$ cat src/rtl/muldiv_unit.sv
// Iterative RV32M multiply/divide unit: radix-2 shift-add multiply and restoring divide,
// one bit per cycle, with early exit for divide-by-zero and signed overflow.
module muldiv_unit #(
  parameter int XLEN = 32
) (
  input  logic            clk,
  input  logic            rst,
  input  logic            start,
  input  logic            flush,
  input  logic [2:0]      funct3,
  input  logic [XLEN-1:0] operand_a,
  input  logic [XLEN-1:0] operand_b,
  output logic            busy,
  output logic            done,
  output logic [XLEN-1:0] result
);

  typedef enum logic [1:0] {
    IDLE = 2'd0,
    RUN  = 2'd1,
    DONE = 2'd2
  } state_t;

  state_t              state_r, state_nxt_s;
  logic [4:0]          cnt_r;
  logic [2:0]          f_r;
  logic                neg_res_r, neg_rem_r, early_r;
  logic [2*XLEN-1:0]   acc_r, mcand_r, acc_nxt_s;
  logic [XLEN-1:0]     mplier_r;
  logic                busy_r, done_r;
  logic [XLEN-1:0]     result_r;
  logic                busy_nxt_s, done_nxt_s;
  logic [XLEN-1:0]     result_nxt_s;

  logic                accept_s, signed_a_s, signed_b_s, sign_a_s, sign_b_s;
  logic                div_zero_s, ovf_s, early_s;
  logic [XLEN-1:0]     mag_a_s, mag_b_s, early_res_s;
  logic [XLEN:0]       rem_sh_s;
  logic [XLEN-1:0]     diff_s;
  logic [2*XLEN-1:0]   prod_s;
  logic [XLEN-1:0]     quo_s, rem_s, fin_s;

  assign accept_s    = (state_r == IDLE) && start && !flush;
  assign signed_a_s  = (funct3 != 3'b011) && (funct3 != 3'b101) && (funct3 != 3'b111);
  assign signed_b_s  = (funct3 == 3'b000) || (funct3 == 3'b001) ||
                       (funct3 == 3'b100) || (funct3 == 3'b110);
  assign sign_a_s    = signed_a_s && operand_a[XLEN-1];
  assign sign_b_s    = signed_b_s && operand_b[XLEN-1];
  assign mag_a_s     = sign_a_s ? -operand_a : operand_a;
  assign mag_b_s     = sign_b_s ? -operand_b : operand_b;
  assign div_zero_s  = funct3[2] && (operand_b == {XLEN{1'b0}});
  assign ovf_s       = ((funct3 == 3'b100) || (funct3 == 3'b110)) &&
                       (operand_a == {1'b1, {(XLEN-1){1'b0}}}) &&
                       (operand_b == {XLEN{1'b1}});
  assign early_s     = div_zero_s || ovf_s;
  assign early_res_s = div_zero_s ? (funct3[1] ? operand_a : {XLEN{1'b1}})
                                  : (funct3[1] ? {XLEN{1'b0}} : {1'b1, {(XLEN-1){1'b0}}});

  // One iteration: divide keeps {remainder, dividend/quotient} in acc_r, multiply accumulates.
  always_comb begin
    acc_nxt_s = acc_r;
    rem_sh_s  = acc_r[2*XLEN-1:XLEN-1];
    diff_s    = rem_sh_s[XLEN-1:0] - mcand_r[XLEN-1:0];
    if (f_r[2]) begin
      if (rem_sh_s >= {1'b0, mcand_r[XLEN-1:0]}) begin
        acc_nxt_s = {diff_s, acc_r[XLEN-2:0], 1'b1};
      end else begin
        acc_nxt_s = {rem_sh_s[XLEN-1:0], acc_r[XLEN-2:0], 1'b0};
      end
    end else begin
      if (mplier_r[0]) begin
        acc_nxt_s = acc_r + mcand_r;
      end else begin
        acc_nxt_s = acc_r;
      end
    end
  end

  // Sign fix-up and result select from the finished magnitudes.
  always_comb begin
    prod_s = neg_res_r ? -acc_r : acc_r;
    quo_s  = neg_res_r ? -acc_r[XLEN-1:0] : acc_r[XLEN-1:0];
    rem_s  = neg_rem_r ? -acc_r[2*XLEN-1:XLEN] : acc_r[2*XLEN-1:XLEN];
    case (f_r)
      3'b000:                 fin_s = prod_s[XLEN-1:0];
      3'b001, 3'b010, 3'b011: fin_s = prod_s[2*XLEN-1:XLEN];
      3'b100, 3'b101:         fin_s = quo_s;
      3'b110, 3'b111:         fin_s = rem_s;
      default:                fin_s = {XLEN{1'b0}};
    endcase
  end

  // State register.
  always_ff @(posedge clk) begin
    if (rst) begin
      state_r <= IDLE;
    end else begin
      state_r <= state_nxt_s;
    end
  end

  // Next-state logic.
  always_comb begin
    state_nxt_s = state_r;
    case (state_r)
      IDLE: begin
        if (accept_s) begin
          state_nxt_s = early_s ? DONE : RUN;
        end else begin
          state_nxt_s = IDLE;
        end
      end
      RUN: begin
        if (flush) begin
          state_nxt_s = IDLE;
        end else if (cnt_r == 5'd31) begin
          state_nxt_s = DONE;
        end else begin
          state_nxt_s = RUN;
        end
      end
      DONE:    state_nxt_s = IDLE;
      default: state_nxt_s = IDLE;
    endcase
  end

  // Output logic: normal ops publish on leaving DONE, early exits publish at accept.
  always_comb begin
    busy_nxt_s   = 1'b0;
    done_nxt_s   = 1'b0;
    result_nxt_s = result_r;
    case (state_r)
      IDLE: begin
        if (accept_s) begin
          busy_nxt_s = 1'b1;
          if (early_s) begin
            done_nxt_s   = 1'b1;
            result_nxt_s = early_res_s;
          end else begin
            done_nxt_s   = 1'b0;
          end
        end else begin
          busy_nxt_s = 1'b0;
        end
      end
      RUN: busy_nxt_s = !flush;
      DONE: begin
        if (!early_r && !flush) begin
          busy_nxt_s   = 1'b1;
          done_nxt_s   = 1'b1;
          result_nxt_s = fin_s;
        end else begin
          busy_nxt_s   = 1'b0;
        end
      end
      default: busy_nxt_s = 1'b0;
    endcase
  end

  // Registered outputs.
  always_ff @(posedge clk) begin
    if (rst) begin
      busy_r   <= 1'b0;
      done_r   <= 1'b0;
      result_r <= {XLEN{1'b0}};
    end else begin
      busy_r   <= busy_nxt_s;
      done_r   <= done_nxt_s;
      result_r <= result_nxt_s;
    end
  end

  // Operand capture and iteration datapath.
  always_ff @(posedge clk) begin
    if (rst) begin
      cnt_r     <= 5'd0;
      f_r       <= 3'd0;
      neg_res_r <= 1'b0;
      neg_rem_r <= 1'b0;
      early_r   <= 1'b0;
      acc_r     <= {(2*XLEN){1'b0}};
      mcand_r   <= {(2*XLEN){1'b0}};
      mplier_r  <= {XLEN{1'b0}};
    end else if (accept_s) begin
      cnt_r     <= 5'd0;
      f_r       <= funct3;
      neg_res_r <= sign_a_s ^ sign_b_s;
      neg_rem_r <= sign_a_s;
      early_r   <= early_s;
      mcand_r   <= funct3[2] ? {{XLEN{1'b0}}, mag_b_s} : {{XLEN{1'b0}}, mag_a_s};
      acc_r     <= funct3[2] ? {{XLEN{1'b0}}, mag_a_s} : {(2*XLEN){1'b0}};
      mplier_r  <= funct3[2] ? {XLEN{1'b0}} : mag_b_s;
    end else if (state_r == RUN) begin
      cnt_r <= cnt_r + 5'd1;
      acc_r <= acc_nxt_s;
      if (!f_r[2]) begin
        mcand_r  <= {mcand_r[2*XLEN-2:0], 1'b0};
        mplier_r <= {1'b0, mplier_r[XLEN-1:1]};
      end
    end
  end

  assign busy   = busy_r;
  assign done   = done_r;
  assign result = result_r;

endmodule

$ cat config.mk
export PLATFORM = sky130hd
export DESIGN_NAME = muldiv_unit
export DESIGN_NICKNAME = d
export VERILOG_FILES = /design/src/rtl/muldiv_unit.sv
export SDC_FILE = /design/constraint.sdc
export NUM_CORES = 1
export LEC_CHECK = 0
export BUFFER_PORTS_ARGS = -buffer_cell sky130_fd_sc_hd__buf_2
export CAP_MARGIN = 20
export CORE_ASPECT_RATIO = 1.25
export CORE_UTILIZATION = 55
export CTS_BUF_LIST = sky130_fd_sc_hd__clkbuf_8 sky130_fd_sc_hd__clkbuf_16
export CTS_CLUSTER_SIZE = 40
export DETAILED_ROUTE_END_ITERATION = 12
export PLACE_DENSITY = 0.76
export RECOVER_POWER = 25
export SLEW_MARGIN = 40
export SYNTH_ARGS = -nofsm -noshare
export SYNTH_HDL_FRONTEND = slang
export SYNTH_SLANG_ARGS = --single-unit
$ cat constraint.sdc
create_clock -name clk -period 3.9 [get_ports clk]
set_clock_uncertainty 0.15 [all_clocks]
set_input_delay 0.975 -clock clk [delete_from_list [all_inputs] [get_ports clk]]
set_output_delay 0.975 -clock clk [all_outputs]
set_load 0.01 [all_outputs]
==> flow_summary.yaml, run 1 <==
pwr:
  vdd_drop_max_mv: 0.400
  combPwrFrac_pct: 28.4
  p_switching_w: 0.00227
  power-per-cell-area_nw_per_um2: 298
  seq_power_share_pct: 35.5
  power.total_w: 0.00650
  p_leak_nw: 8.80
  intPower_w: 0.00424
  clockPowerShare_pct: 36.1
  swShare_pct: 34.8
setup_path:
  cp_num_buf_inv: 2
  path_common_cell: "buf_4"
  crit_family: "compound AO/OA/AOI/OAI gates"
  crit_type: "reg -> reg"
  end_kind: "flop"
  crit_path_max_incr_delay_ns: 0.42
  cp_cell_sequence: "buf_4 -> ha_1 -> fa_1 -> a21oi_1 -> o211ai_1 -> nand4_1 -> a31o_2 -> a211oi_1 -> buf_4 -> nor4_1 -> o21bai_1 -> a311oi_1 -> xnor2_1 -> a221o_1"
  crit_required_ns: 4.19
  critPathSlowestCell: "fa_1"
  setup.worst_path.start_class: "flop"
  path_max_fanout: 3
  worstPathArrival_ns: 4.13
route:
  wire_per_inst_um: 24.6
  num_vias: 22100
  viasPerCell: 6.73
  routed_wl_um: 80700
  antenna_left: 0
  first_pass_iters: 6
  route.detailed.drc: 0
  initialDrtViolationCount: 2500
synthesis:
  synth_edf_count: 0
  syn_avg_cell_area_um2: 7.04
  synth_cells: 2694
  synth_nets: 2869
  ys_seq_elements: 207
  async_flop_share_pct: 0
  ys.warnings.count: 0
  ys_types: 77
  syn_area_um2: 19000
  ys.flop_type: "dfxtp_1"
  yosysSeqAreaShare_pct: 21.8
clock_tree:
  numCtsBuffers: 25
  clock_latency_ns: 0.55
  root_buffer: "clkbuf_16"
  cts_sinks: 207
  cts_tree: "yes"
  clk_pin_slew_ns: 0.06
  htree_levels: 1
  clock_path_buffers: 3
sta:
  worst_pin_slew_ns: 1.31
  hold_viol_final: 0
  setup_ws_ns: 0.0611
  period_share_pct: 98.4
  fmax_mhz: 260
  drv_slew: 0
  setup_viol: 0
  rsz0062_at_grt: "true"
  fin_crit_ns: 3.84
  slew_headroom_pct: 12.8
die:
  rows: 75
  coreArea_um2: 33800
  dieArea_um2: 35200
  dieWidth_um: 168
  die_y_um: 210
  ios: 105
  start_util_pct: 56.1
layout:
  final_cells: 3283
  nets: 3021
  syn_to_final_growth_pct: 14.9
  fillers: 3156
  final_core_util_pct: 64.5
  diodes: 0
  post_route_cells_drive_above_1_share_pct: 13.0
global_route:
  gr-total-overflow: 0
  grt_start_max_net_pins: 61
  antenna_found_initial: 2
  grt_first_pass_wirelength_um: 122000
  grt_pass1_vias: 21200
  grt_usage_pct: 44.9
outcome:
  outcome: "finished clean"
placed_design:
  gp_congestion: 1.06
  io_buffers: 104
  post-place-ws_ns: -0.230
  dpl.cell_count: 3238
  dp_hpwl_um: 62800
hold_path:
  hold_class: "reg -> reg"
job:
  drv_cap: 0
## placed cells by master (no fill, tap or decap), types with 10 or more instances in the layout
master | Yosys | layout
nor3_1 | 83 | 83
and2_1 | 14 | 12
o22ai_1 | 11 | 11
buf_2 | 5 | 68
mux2i_1 | 44 | 44
ha_1 | 102 | 102
nand2_1 | 343 | 342
nand4_1 | 47 | 47
nor2_1 | 288 | 285
a211oi_1 | 67 | 66
a21oi_1 | 239 | 239
and3_1 | 14 | 14
nand2b_1 | 17 | 17
or4_1 | 15 | 15
a21o_1 | 52 | 52
dfxtp_1 | 207 | 200
a311oi_1 | 39 | 38
a211o_1 | 10 | 10
o21ai_0 | 191 | 190
o22a_1 | 11 | 11
nor2b_1 | 11 | 11
nor4_1 | 26 | 25
a22oi_1 | 10 | 10
clkbuf_16 | 0 | 25
xor2_1 | 93 | 93
o221ai_1 | 20 | 20
inv_1 | 82 | 86
o21a_1 | 37 | 37
clkbuf_1 | 173 | 38
buf_4 | 0 | 213
o41ai_1 | 12 | 11
o31ai_1 | 30 | 27
or3_1 | 15 | 14
xnor2_1 | 117 | 117
a31oi_1 | 26 | 25
o211ai_1 | 28 | 28
nand3_1 | 45 | 45
o21bai_1 | 17 | 17
## metal layers
metal  up-vias  routed length, um  GRT usage [%]  part of all wire, %
li1      10100                  -              -                    -
met1     10300              28800           50.3                   36
met2      1295              37000           75.3                   46
met3       385               7180           7.52                  8.9
met4         4               7730           36.3                  9.6
met5         -                 29              0                0.036
## metrics by stage
step / hold slack, ns / instance area, um^2 / setup TNS (ns)
floorplan: 0.298 / 19000 / 0
finish: 0.310 / 21800 / 0
detailed placement: 0.300 / 21000 / -5.68
global route: 0.323 / 21800 / -0.147
global placement: 0.295 / 21000 / -3.06
CTS: 0.308 / 21800 / 0
## cell families (layout without fill, tap and decap cells)
kind of cell / Yosys count / after routing / synth area share (%)
AOI/OAI and AO/OA: 877 / 877 / 30.0
DFF: 207 / 207 / 21.8
adders and majority gates: 104 / 104 / 6.94
and+or+nand+nor: 963 / 963 / 23.2
xor gates and xnor gates: 210 / 210 / 9.70
muxes: 50 / 50 / 2.68
buffers and inverters: 283 / 449 / 5.64
## path summary, 6_finish.rpt
| path | startpoint | to | cells past startpoint | slack [ns] |
|---|---|---|---|---|
| hold / removal | result[3] | result[3] | 2 | 0.31 |
| setup / recovery | mcand_r[0] | acc_r[60] | 14 | 0.06 |
| setup reg to reg | mcand_r[0] | acc_r[60] | 14 | 0.06 |
| hold reg to reg | result[3] | result[3] | 2 | 0.31 |
## worst register-to-register path, cell delays in order (launching register included)
cell and delay, ns:
dfxtp_1 0.36, buf_4 0.16, ha_1 0.23, fa_1 0.42
a21oi_1 0.22, o211ai_1 0.20, nand4_1 0.23, a31o_2 0.22
a211oi_1 0.08, buf_4 0.17, nor4_1 0.34, o21bai_1 0.15
a311oi_1 0.36, xnor2_1 0.11, a221o_1 0.32
## sequential cells by signal (all words and copies together) (netlist names), 2 cells and up
signal,count
f_r,3
cnt_r,5
mplier_r,32
acc_r,64
mcand_r,64
state_r,2
result,32
## layout make-up
class	instances	area, um^2	area share [%]
Clock buffer	29	681	3.12
Clock inverter	12	115	0.528
Inverter	84	315	1.45
Multi-Input combinational cell	2204	13900	63.6
Sequential cell	207	4160	19.1
Tap cell	423	529	2.43
Timing Repair Buffer	324	2140	9.82
## cell usage after synthesis (all sizes together) (39+ instances only)
cell type / number / share of area (%)
a211oi: 67 / 2.7
a21o: 52 / 2.1
a21oi: 239 / 6.3
a311oi: 39 / 1.8
clkbuf: 174 / 3.4
dfxtp: 207 / 22
ha: 102 / 6.7
inv: 83 / 1.6
mux2i: 44 / 2.3
nand2: 343 / 6.8
nand3: 45 / 1.2
nand4: 47 / 1.6
nor2: 288 / 5.7
nor3: 83 / 2.2
o21ai: 196 / 5.2
xnor2: 117 / 5.4
xor2: 93 / 4.3
## power groups by stage
stage | clock network (W) | registers (W) | logic, W
final | 0.00235 | 0.00231 | 0.00185
after global routing | 0.00242 | 0.00231 | 0.00196
after global placement | 0 | 0.00234 | 0.00175
after floorplan | 0 | 0.00230 | 0.00109
after CTS | 0.00234 | 0.00230 | 0.00178
after detailed placement | 0 | 0.00235 | 0.00177
## repair_timing
item,in CTS,in global routing
buffers inserted,0,4
hold buffers,0,0
endpoints found under the hold margin,0,0
gates resized for setup,2,16
pin swaps,1,3
setup endpoints to repair,2,27
Note: power is estimated with default switching activity, not from simulation.
==> run 2: changes to the inputs <==
--- a/config.mk
+++ b/config.mk
@@ -8,12 +8,14 @@
 export BUFFER_PORTS_ARGS = -buffer_cell sky130_fd_sc_hd__buf_2
 export CAP_MARGIN = 20
 export CORE_ASPECT_RATIO = 1.25
+export CORE_MARGIN = 2
 export CORE_UTILIZATION = 55
 export CTS_BUF_LIST = sky130_fd_sc_hd__clkbuf_8 sky130_fd_sc_hd__clkbuf_16
 export CTS_CLUSTER_SIZE = 40
 export DETAILED_ROUTE_END_ITERATION = 12
 export PLACE_DENSITY = 0.76
 export RECOVER_POWER = 25
+export SETUP_SLACK_MARGIN = 0.4
 export SLEW_MARGIN = 40
 export SYNTH_ARGS = -nofsm -noshare
 export SYNTH_HDL_FRONTEND = slang
==> flow_summary.yaml, run 2 (synthesized netlist as in run 1, its figures left out) <==
layout:
  diodes: 0
  finalInstanceArea_um2: 22800
  final_core_util_pct: 66.6
  multi_input_area_um2: 14500
  syn_to_final_growth_pct: 20.2
  post_route_cells_drive_above_1_share_pct: 17.5
  final_common_cell: "nand2_1"
  nets: 3040
  final_cell_mix: "nand2_1, nor2_1, a21oi_1, buf_4, dfxtp_1"
  regArea_um2: 4160
  fillers: 3017
  reg_top3: "acc_r (64), mcand_r (64)"
hold_path:
  holdPathEnd: "result[9]"
  hold_path_startpoint: "result[9]"
  min_path_cells: 2
  hold_class: "reg -> reg"
setup_path:
  crit_type: "reg -> reg"
  worstPathArrival_ns: 3.86
  path_max_fanout: 6
  setup.worst_path.start_class: "flop"
  rr_endpoint: "result[26]"
  r2r_cells: 11
  r2r-start: "acc_r[15]"
  end_kind: "flop"
  rrSetupSlack_ns: 0.26
  crit_required_ns: 4.12
global_route:
  grt_pass1_vias: 20800
  grt_start_max_net_pins: 138
  antenna_found_initial: 0
  gr-total-overflow: 0
  grt_usage_pct: 44.3
  grt_first_pass_wirelength_um: 122000
placed_design:
  dpl_cell_area_um2: 21000
  io_buffers: 104
  post-place-ws_ns: -0.0934
  dp_hpwl_um: 63200
  gp_congestion: 1.05
route:
  viasPerCell: 6.74
  routed_wl_um: 82700
  antenna_left: 0
  initialDrtViolationCount: 2701
  route.detailed.drc: 1
  num_vias: 22300
  first_pass_iters: 10
  wire_per_inst_um: 25.0
clock_tree:
  clock_latency_ns: 0.57
  clock_path_buffers: 3
  cts_hold_buf: 0
  clk_pin_slew_ns: 0.06
  numCtsBuffers: 25
  cts_sinks: 207
  root_buffer: "clkbuf_16"
  htree_levels: 1
  cts_tree: "yes"
sta:
  hold_viol_final: 0
  rsz0062_at_grt: "true"
  worst_pin_slew_ns: 1.74
  period_share_pct: 93.4
  fin_crit_ns: 3.64
  slew_headroom_pct: -15.8
  fmax_mhz: 275
  setup_ws_ns: 0.258
  setup_viol: 0
  hold_slack_ns: 0.313
  drv_slew: 138
die:
  dieWidth_um: 170
  start_util_pct: 55.4
  rows: 76
  die_y_um: 212
  dieArea_um2: 36000
  coreArea_um2: 34200
  ios: 105
outcome:
  outcome: "finished, violations left"
  violations: "design-rule violations, max-capacitance violations, max-slew violations"
pwr:
  power-per-cell-area_nw_per_um2: 301
  vdd_drop_max_mv: 0.410
  p_leak_nw: 9.06
job:
  drv_cap: 1
-- run 2: cell types whose count changed in the layout (fill, tap and decap cells not counted), sizes merged --
cell / before / now
inv: 87 / 86
clkinvlp: 4 / 2
bufinv: 2 / 4
buf: 283 / 305
clkinv: 3 / 5
-- run 2: metal layers --
layer / GRT usage, % / up-vias / share of wire, %
met5: 0 / - / 0
met4: 35.5 / 0 / 9.5
met3: 8.36 / 373 / 9.3
met2: 73.3 / 1333 / 46
met1: 49.7 / 10500 / 35
li1: - / 10200 / -
-- run 2: area by class of cell --
| cell class | instances | share of cell area, % |
|---|---|---|
| Clock buffer | 32 | 3.17 |
| Clock inverter | 13 | 0.768 |
| Inverter | 84 | 1.38 |
| Multi-Input combinational cell | 2204 | 63.6 |
| Sequential cell | 207 | 18.3 |
| Tap cell | 429 | 2.35 |
| Timing Repair Buffer | 343 | 10.4 |
-- run 2: metrics by stage --
step | TNS, ns | power (W) | std cells
6_report | 0 | 0.00686 | 3312
5_1_grt | 0 | 0.00707 | 3312
4_1_cts | 0 | 0.00671 | 3286
3_5_place_dp | -1.19 | 0.00411 | 3233
3_3_place_gp | -0.532 | 0.00409 | 3233
2_1_floorplan | 0 | 0.00339 | 2694
-- run 2: what timing repair did --
item / CTS / global route
gates resized for setup: 39 / 118
gates cloned: 0 / 1
pin swaps: 11 / 41
endpoints found under the setup margin: 46 / 65
buffers inserted: 8 / 25
-- run 2: how the worst max path moves through the flow --
| stage | cells past startpoint | slack, ns | start | endpoint |
|---|---|---|---|---|
| 2_1_floorplan | 10 | 0.40 | operand_a[15] | acc_r[31] |
| 3_3_place_gp | 12 | -0.06 | operand_a[16] | result[12] |
| 3_5_place_dp | 13 | -0.09 | operand_a[16] | result[31] |
| 4_1_cts | 15 | 0.33 | acc_r[31] | acc_r[62] |
| 5_1_grt | 5 | 0.20 | rst | mcand_r[44] |
| 6_report | 11 | 0.26 | acc_r[15] | result[26] |
-- run 2: power breakdown --
group | leakage, nW | internal [W] | switching (W) | total, W
Sequential | 1.69 | 0.00220 | 0.000107 | 0.00230
Combinational | 6.92 | 0.000735 | 0.00123 | 0.00197
Clock | 0.446 | 0.00156 | 0.00102 | 0.00259
Total | 9.06 | 0.00450 | 0.00236 | 0.00686
-- run 2: worst max-delay path: stages, from the launching register on --
cell and delay (ns):
dfxtp_1 0.31, or4_4 0.58, or3_4 0.36, or4_4 0.56, or3_4 0.46, buf_6 0.16
buf_4 0.14, o21ai_1 0.16, xor2_1 0.23, nor2_1 0.08, nor2_1 0.16, a211oi_1 0.09
